File: src/rtl/div_ctrl_pkg.sv
// Shared definitions for the multi-cycle divider: state encoding, widths,
// the divide-by-zero quotient and the {rem, quot} result packing.
package div_ctrl_pkg;

    localparam int unsigned DIV_WIDTH     = 32;
    localparam int unsigned DIV_RES_WIDTH = 2 * DIV_WIDTH;

    typedef enum logic [1:0] {
        DIV_IDLE    = 2'd0,
        DIV_DIVZERO = 2'd1,
        DIV_BUSY    = 2'd2,
        DIV_DONE    = 2'd3
    } div_state_e;

    localparam logic [DIV_WIDTH-1:0] DIV_ZERO_QUOT = '1;

    // Remainder in the upper half, quotient in the lower half (EX double-reg layout)
    typedef struct packed {
        logic [DIV_WIDTH-1:0] rem;
        logic [DIV_WIDTH-1:0] quot;
    } div_result_t;

endpackage

File: src/rtl/div_ctrl_step.sv
// One radix-2 restoring step: shift {rem, quot} left, subtract the divisor
// when it fits, and shift the resulting quotient bit in.
module div_step
    import div_ctrl_pkg::*;
#(
    parameter int unsigned WIDTH = DIV_WIDTH
) (
    input  logic [WIDTH-1:0] i_rem,
    input  logic [WIDTH-1:0] i_quot,
    input  logic [WIDTH-1:0] i_divisor,
    output logic [WIDTH-1:0] o_rem,
    output logic [WIDTH-1:0] o_quot
);

    logic [WIDTH:0]   w_rem_sh;
    logic             w_fits;
    logic [WIDTH-1:0] w_diff;

    // The partial remainder stays below the divisor, so the difference fits in WIDTH bits
    assign w_rem_sh = {i_rem, i_quot[WIDTH-1]};
    assign w_fits   = w_rem_sh >= {1'b0, i_divisor};
    assign w_diff   = w_rem_sh[WIDTH-1:0] - i_divisor;
    assign o_rem    = w_fits ? w_diff : w_rem_sh[WIDTH-1:0];
    assign o_quot   = {i_quot[WIDTH-2:0], w_fits};

endmodule

File: src/rtl/div_ctrl.sv
// Multi-cycle integer divide controller for the EX stage: sign handling,
// divide-by-zero, abort, and a one-cycle done pulse with {rem, quot}.
module div_ctrl
    import div_ctrl_pkg::*;
#(
    parameter int unsigned WIDTH = DIV_WIDTH
) (
    input  logic               clk,
    input  logic               rst,
    input  logic               flush_i,
    input  logic               div_start_i,
    input  logic               div_signed_i,
    input  logic [WIDTH-1:0]   div_data1_i,
    input  logic [WIDTH-1:0]   div_data2_i,
    output logic [2*WIDTH-1:0] div_result_o,
    output logic               div_done_o
);

    localparam int unsigned CNT_W = $clog2(WIDTH);

    div_state_e         r_state;
    div_state_e         w_state_nxt;
    logic               r_signed;
    logic               r_qsign;
    logic               r_rsign;
    logic [WIDTH-1:0]   r_dividend;
    logic [WIDTH-1:0]   r_divisor;
    logic [WIDTH-1:0]   r_rem;
    logic [WIDTH-1:0]   r_quot;
    logic [CNT_W-1:0]   r_cnt;
    logic [2*WIDTH-1:0] r_result;
    logic               r_done;

    logic               w_accept;
    logic               w_abort;
    logic               w_last;
    logic [WIDTH-1:0]   w_dvd_mag;
    logic [WIDTH-1:0]   w_dvs_mag;
    logic [WIDTH-1:0]   w_rem_step;
    logic [WIDTH-1:0]   w_quot_step;
    logic [WIDTH-1:0]   w_rem_fix;
    logic [WIDTH-1:0]   w_quot_fix;
    div_result_t        w_capture;

    assign w_accept  = div_start_i & ~flush_i;
    assign w_abort   = flush_i | ~div_start_i;
    assign w_last    = (r_cnt == CNT_W'(WIDTH - 1));
    assign w_dvd_mag = (div_signed_i && div_data1_i[WIDTH-1]) ? -div_data1_i : div_data1_i;
    assign w_dvs_mag = (div_signed_i && div_data2_i[WIDTH-1]) ? -div_data2_i : div_data2_i;

    div_step #(.WIDTH(WIDTH)) u_step (
        .i_rem     (r_rem),
        .i_quot    (r_quot),
        .i_divisor (r_divisor),
        .o_rem     (w_rem_step),
        .o_quot    (w_quot_step)
    );

    assign w_quot_fix = (r_signed && r_qsign) ? -w_quot_step : w_quot_step;
    assign w_rem_fix  = (r_signed && r_rsign) ? -w_rem_step  : w_rem_step;

    // Result presented on entry to DONE; divide-by-zero returns the raw dividend
    always_comb begin
        w_capture.rem  = w_rem_fix;
        w_capture.quot = w_quot_fix;
        if (r_state == DIV_DIVZERO) begin
            w_capture.rem  = r_dividend;
            w_capture.quot = DIV_ZERO_QUOT;
        end
    end

    always_ff @(posedge clk) begin
        if (rst) begin
            r_state <= DIV_IDLE;
        end else begin
            r_state <= w_state_nxt;
        end
    end

    always_comb begin
        w_state_nxt = r_state;
        case (r_state)
            DIV_IDLE: begin
                if (w_accept) begin
                    w_state_nxt = (div_data2_i == '0) ? DIV_DIVZERO : DIV_BUSY;
                end
            end
            DIV_DIVZERO: w_state_nxt = w_abort ? DIV_IDLE : DIV_DONE;
            DIV_BUSY: begin
                if (w_abort) begin
                    w_state_nxt = DIV_IDLE;
                end else if (w_last) begin
                    w_state_nxt = DIV_DONE;
                end
            end
            DIV_DONE: w_state_nxt = DIV_IDLE;
            default:  w_state_nxt = DIV_IDLE;
        endcase
    end

    // Operand latch, iteration datapath and registered outputs
    always_ff @(posedge clk) begin
        if (rst) begin
            r_signed   <= 1'b0;
            r_qsign    <= 1'b0;
            r_rsign    <= 1'b0;
            r_dividend <= '0;
            r_divisor  <= '0;
            r_rem      <= '0;
            r_quot     <= '0;
            r_cnt      <= '0;
            r_result   <= '0;
            r_done     <= 1'b0;
        end else begin
            r_done <= (w_state_nxt == DIV_DONE);
            if (r_state == DIV_IDLE && w_accept) begin
                r_signed   <= div_signed_i;
                r_qsign    <= div_data1_i[WIDTH-1] ^ div_data2_i[WIDTH-1];
                r_rsign    <= div_data1_i[WIDTH-1];
                r_dividend <= div_data1_i;
                r_divisor  <= w_dvs_mag;
                r_rem      <= '0;
                r_quot     <= w_dvd_mag;
                r_cnt      <= '0;
            end else if (r_state == DIV_BUSY) begin
                r_rem  <= w_rem_step;
                r_quot <= w_quot_step;
                r_cnt  <= CNT_W'(r_cnt + 1'b1);
            end
            if (w_state_nxt == DIV_DONE) begin
                r_result <= w_capture;
            end
        end
    end

    assign div_result_o = r_result;
    assign div_done_o   = r_done;

endmodule
File: config.mk
export PLATFORM = sky130hd
export DESIGN_NAME = div_ctrl
export DESIGN_NICKNAME = d
export VERILOG_FILES = /design/src/rtl/div_ctrl_pkg.sv /design/src/rtl/div_ctrl_step.sv /design/src/rtl/div_ctrl.sv
export SDC_FILE = /design/constraint.sdc
export NUM_CORES = 1
export LEC_CHECK = 0
export CORE_MARGIN = 4
export CORE_UTILIZATION = 47
export CTS_CLUSTER_SIZE = 16
export DETAILED_ROUTE_END_ITERATION = 12
export GPL_ROUTABILITY_DRIVEN = 0
export PLACE_DENSITY = 0.74
export SKIP_CTS_REPAIR_TIMING = 1
export SLEW_MARGIN = 20
export SYNTH_ARGS = -nofsm -noshare
export SYNTH_HDL_FRONTEND = slang
export SYNTH_SLANG_ARGS = --single-unit
File: constraint.sdc
create_clock -name clk -period 5.7 [get_ports clk]
set_input_delay 0.855 -clock clk [delete_from_list [all_inputs] [get_ports clk]]
set_output_delay 0.855 -clock clk [all_outputs]
set_load 0.01 [all_outputs]
**Word level (Yosys, flattened, before mapping)**

Index checks and enable logic that the tools add are counted.

- Add/subtract/negate cells: 6
- Order comparisons: 1
- Eq/ne operators: 5
- Mux-type cells: 14
- Bitwise logic cells: 5
- Reductions and logical operators: 9

Operator list:

| kind | count |
|---|---|
| 32-bit 2-to-1 mux | 7 |
| 32-bit negator | 4 |
| 64-bit 2-to-1 mux | 1 |
| 33-bit by 32-bit greater-or-equal comparator with 1-bit output | 1 |
| 32-bit logical NOT | 1 |
| 32-bit subtractor | 1 |
| 2-bit 2-to-1 mux | 5 |
| 2-bit one-hot mux with 4 select lines | 1 |
| 2-bit == test (second input constant) | 3 |
| 5-bit by 1-bit adder with 5-bit output (second input constant) | 1 |
| 5-bit == test (second input constant) | 1 |
| 1-bit logical AND | 5 |
| 2-bit by 1-bit == test with 1-bit output (second input constant) | 1 |
| 2-bit logical NOT | 1 |
| 1-bit NOT | 2 |
| 2-bit nonzero test | 1 |
| 2-bit OR reduction | 1 |
| 1-bit AND | 1 |
| 1-bit OR | 1 |
| 1-bit XOR | 1 |

- Bits in registers: 203
- Input port bits: 69
- Output and inout port bits: 65
- Logic and storage cells: 51

**Logic depth before layout (Yosys ltp)**

- Depth after elaboration: 5
- Depth in mapped cells: 22
- Depth with buffers taken out: 18

**Cells and area by module**

From an unflattened synthesis, not the netlist that was laid out.

- Cells, all modules: 1700
- Area, all modules: 13040.0 um^2

Modules (own cells, without submodules):

| module | instances | cells an instance | area each (um^2) | sequential area each (um^2) |
|---|---|---|---|---|
| div_ctrl | 1 | 1345 | 10468.8 | 4043.9 |
| div_step | 1 | 355 | 2571.2 | 0.0 |

**Worst setup path before layout**

No wires, ideal clock.

- Path kind: register -> register
- From: register r_divisor[22]
- To: register r_result[62] (netlist: div_result_o[62])
- Setup time: 86 ps
- Arrival: 4758 ps
- Data required time: 5614 ps
- Path slack: 856 ps
- Cell stages (with the launch flop): 22
- Path buffers: 4
- Period minus slack after synthesis: 4844 ps
- Cell sequence: dfxtp_1 inv_1 ha_1 buf_2 nand4_1 or4_1 or4_1 a21oi_2 or3_4 buf_6 buf_2 buf_2 mux2i_1 ha_1 nand2_1 nor4b_1 a41oi_1 nor3b_2 o2111ai_1 o21ai_1 xnor2_1 a221oi_2

- Word-level cells in the longest chain between the ends: 5
- Elaborated cells between the ends (all ways): 6
- Classes of those cells: 2 x add/sub; 1 x order compare; 3 x mux

Ends and longest elaborated chain:

| element | RTL line | RTL |
|---|---|---|
| from (decl) | div_ctrl.sv:27 | `logic [WIDTH-1:0] r_divisor;` |
| from (signal assigned) | div_ctrl.sv:121 | `r_divisor <= w_dvs_mag;` |
| 32-bit subtractor / 33-bit by 32-bit greater-or-equal comparator with 1-bit output (equally long branches) | div_ctrl_step.sv:22, div_ctrl_step.sv:21 |  |
| 32-bit 2-to-1 mux (*) | div_ctrl_step.sv:23 | `assign o_rem = w_fits ? w_diff : w_rem_sh[WIDTH-1:0];` |
| 32-bit negator | div_ctrl.sv:60 | `assign w_rem_fix = (r_signed && r_rsign) ? -w_rem_step : w_rem_step;` |
| 32-bit 2-to-1 mux (*) | div_ctrl.sv:60 |  |
| 64-bit 2-to-1 mux (*) | div_ctrl.sv:66 | `if (r_state == DIV_DIVZERO) begin` |
| to (signal assigned) | div_ctrl.sv:131 | `r_result <= w_capture;` |
| to (decl) | div_ctrl.sv:31 | `logic [2*WIDTH-1:0] r_result;` |

Every way passes the cells marked *; elsewhere a longest branch is shown, timed or not.
A chain may end at the register's enable or synchronous reset.

**Final worst setup path**

- From: register r_divisor[23]
- To: register r_result[62] (netlist: div_result_o[62])

Same word-level chain as after synthesis.

==> key figures <==
Power
  – Sw frac: 0.354
  – Sw power: 1.55 mW
  – Register share of total power: 0.348
  – Cell internal pwr: 2.83 mW
  – Pwr/cell area: 289 nW/um2
  – Static leakage: 5.29 nW
  – Max VDD drop: 0.201 mV
  – Clk network pwr share: 0.345
  – Combinational Power Share: 0.307

Die
  – Die area: 30200 um2
  – Core box area: 27000 um2
  – Initial core utilization: 0.479
  – Io pins: 134
  – DIE WIDTH: 174 um
  – FP Rows: 60
  – Die height: 174 um

Outcome
  – Outcome: finished, final reports clean

Timing
  – Fin. Hold Viols: 0
  – Pins Over Slew Limit: 0
  – Final critical-path required period: 5.11 ns
  – Max-slew headroom: 0.340
  – Slew @ Worst Pin: 0.987 ns
  – Fmax: 196 MHz
  – RSZ-0062 raised after global routing: false
  – Final setup violation count: 0
  – Worst clock skew: 0.0178 ns
  – Setup TNS: 0 ns
  – Final period util: 0.897

Synthesis
  – Post-Syn Area per Cell: 7.45 um2
  – Largest family of logic cells by synthesized area: compound AO/OA/AOI/OAI gates
  – Post-Synth Adder-Cell Area: 0.0383
  – Post-synth top flop: dfxtp_1
  – Syn Nets: 1845
  – Number of synthesized flops with an enable pin: 0
  – Netlist cell types: 78
  – Simple-Gate Fraction of Synth Area: 0.232
  – Post-synthesis xor/xnor area fraction: 0.0887
  – Synth Area in Compound Gates: 0.259
  – Yosys reg bits: 202
  – Proportion of synthesized area in mux cells: 0.0180
  – Register area share after synthesis: 0.313
  – YS warnings: 0
  – Syn Inst Count: 1737
  – Syn Std Cell Area: 12900 um2
  – Post-synth ARST share: 0

Route
  – WL final: 41700 um
  – Vias: 13300
  – DR DRC count: 0
  – Via-per-instance ratio: 6.18
  – Initial DRC count: 1525
  – WL per Instance: 19.4 um
  – Routed Antenna Nets: 0
  – First-pass detailed-route iteration total: 8

Worst setup path
  – Max stage delay cell, worst path: or4_1
  – FF-to-FF setup slack: 0.59 ns
  – Startpoint Class: flop
  – WS Path Type: reg2reg
  – Worst EP required: 6.14 ns
  – Worst path cell trace: inv_1 > ha_1 > nand4_1 > or4_1 > or4_1 > a21oi_2 > or3_4 > mux2i_1 > ha_1 > nand2_1 > nor4b_1 > a41oi_1 > nor3b_4 > o2111ai_1 > o21ai_1 > xnor2_1 > a221oi_2
  – Critical path startpoint: r_divisor[23]
  – RR Endpoint: div_result_o[62]
  – R2R Path Start: r_divisor[23]
  – CP Max Fanout: 10
  – CP max stage delay: 0.54 ns
  – FF-to-FF path depth: 17
  – Crit end category: flop
  – Crit path DAT: 5.56 ns

Placed design
  – HPWL after DPL: 31200 um
  – Dpl cell area: 14400 um2
  – Cell total after placement: 2109
  – Count of input and output buffers: 133

Run
  – Total of max-cap violations: 0

Cells and area
  – Commonest non-fill, non-tap cell in the layout: nand2_1
  – Fin area: 15200 um2
  – Final net count: 1901
  – Diode count: 0
  – Area Overhead vs Synth: 17.1%
  – Most frequent cells in the layout: nand2_1 (264), nor2_1 (225), dfxtp_1 (202), a21oi_1 (142), clkdlybuf4s50_1 (132)
  – Share of cells above drive strength 1: 0.0454
  – Filler Cell Count: 2537
  – Non-filler cells, final: 2148

Global routing
  – First-pass GRT wire length: 66200 um
  – Number of global-route vias before repair: 12200
  – Largest net degree at the start of global routing: 91
  – Overflow after GRT: 0
  – Initial antenna violation count: 0
  – GR Util All Layers: 0.265

CTS
  – TritonCTS clock tree: done
  – Maximum clock path buffer count: 3
  – CTS H-tree lvls: 1
  – Clock Sinks: 202
  – Worst skew pair latency: 0.53 ns
  – Root Buffer: clkbuf_16
  – Register clock-pin slew on the reported worst setup and hold paths: 0.06 ns
  – CTS buffer count: 23

Worst hold path
  – Hold path start: div_result_o[59]
  – Hold Crit Endpoint: div_result_o[59]
  – Hold depth: 2
  – Min-delay worst type: reg2reg
-- worst max-delay path: cells and delay by family (launching register included) --
family	cells	cell delay, ns
adder cells (fa/ha/maj)	2	0.73
multiplexers	1	0.31
AO/OA/AOI/OAI	5	1.21
buffers and inverters	1	0.05
flip-flops	1	0.34
XOR/XNOR	1	0.11
AND/OR/NAND/NOR	7	2.26
-- cell usage after synthesis, drive strengths merged, types with 3 or more instances --
| master | number | share of area |
|---|---|---|
| and2 | 19 | 0.0094 |
| xor2 | 62 | 0.042 |
| a21o | 14 | 0.0082 |
| a31oi | 20 | 0.010 |
| buf | 23 | 0.0095 |
| o41ai | 8 | 0.0054 |
| o211ai | 13 | 0.0075 |
| nand2 | 264 | 0.077 |
| nor2 | 226 | 0.066 |
| nor4 | 23 | 0.011 |
| nor3b | 4 | 0.0027 |
| a41oi | 4 | 0.0027 |
| ha | 38 | 0.037 |
| xnor2 | 69 | 0.047 |
| o31ai | 26 | 0.015 |
| a211oi | 91 | 0.053 |
| mux2i | 21 | 0.016 |
| and3 | 8 | 0.0039 |
| and4 | 6 | 0.0041 |
| dfxtp | 202 | 0.31 |
| a311oi | 46 | 0.031 |
| nor2b | 7 | 0.0034 |
| nand3 | 25 | 0.0097 |
| o21a | 16 | 0.0093 |
| a221oi | 4 | 0.0055 |
| nand4 | 19 | 0.0092 |
| o21bai | 3 | 0.0017 |
| nand2b | 12 | 0.0058 |
| or4 | 10 | 0.0058 |
| inv | 49 | 0.014 |
| o21ai | 69 | 0.027 |
| a211o | 5 | 0.0034 |
| a2111oi | 4 | 0.0028 |
| a21oi | 146 | 0.057 |
| nor3 | 32 | 0.012 |
| clkbuf | 97 | 0.028 |
| or3 | 18 | 0.0091 |
-- cells by family (layout without fill, tap and decap cells) --
family | count (synthesis) | after routing
compound gates | 495 | 495
xor+xnor | 131 | 131
fa+ha+maj | 39 | 39
buf+inv | 169 | 239
flops | 202 | 202
mux | 23 | 23
simple gates | 678 | 678
-- cell type report --
cell class,instances,area [um2],share of cell area
multi-input combinational,1366,8270,0.546
sequential,202,4040,0.267
timing repair buffer,151,1460,0.0966
clock buffer,33,693,0.0457
tap,341,427,0.0282
inverter,49,186,0.0123
clock inverter,6,70.1,0.00462
-- layer usage --
layer,wire length (um),global-route usage
met3,3610,0.0470
met2,18800,0.424
met1,17300,0.353
met5,0,0
met4,1940,0.115
-- how the worst max path moves through the flow --
stage | slack, ns | to
CTS | 0.57 | div_result_o[62]
global route | 0.07 | div_result_o[62]
floorplan | 0.86 | div_result_o[62]
finish | 0.59 | div_result_o[62]
global placement | 0.80 | div_result_o[62]
detailed placement | 0.59 | div_result_o[62]
-- registers in the layout, indices dropped and copies added, names as in the netlist --
| name | count |
|---|---|
| r_dividend | 31 |
| r_quot | 32 |
| r_qsign | 1 |
| r_rem | 32 |
| r_cnt | 5 |
| div_result_o | 64 |
| r_signed | 1 |
| r_divisor | 32 |
| div_done_o | 1 |
| r_rsign | 1 |
| r_state | 2 |
-- through the flow --
step	setup WS [ns]	total power, mW	utilization	hold slack (ns)
after CTS	0.567	4.35	0.560	0.455
after global routing	0.0668	4.57	0.561	0.472
after detailed placement	0.588	2.85	0.532	0.446
after floorplan	0.856	2.45	-	0.431
after global placement	0.800	2.84	0.532	0.439
final	0.586	4.38	0.561	0.454
-- power by group through the flow --
stage	clock network [mW]	logic [mW]	registers (mW)
floorplan	0	0.918	1.54
finish	1.51	1.34	1.52
global placement	0	1.29	1.55
CTS	1.52	1.30	1.52
detailed placement	0	1.29	1.55
global route	1.59	1.45	1.53
No activity file was read; power rests on OpenSTA's default activity.
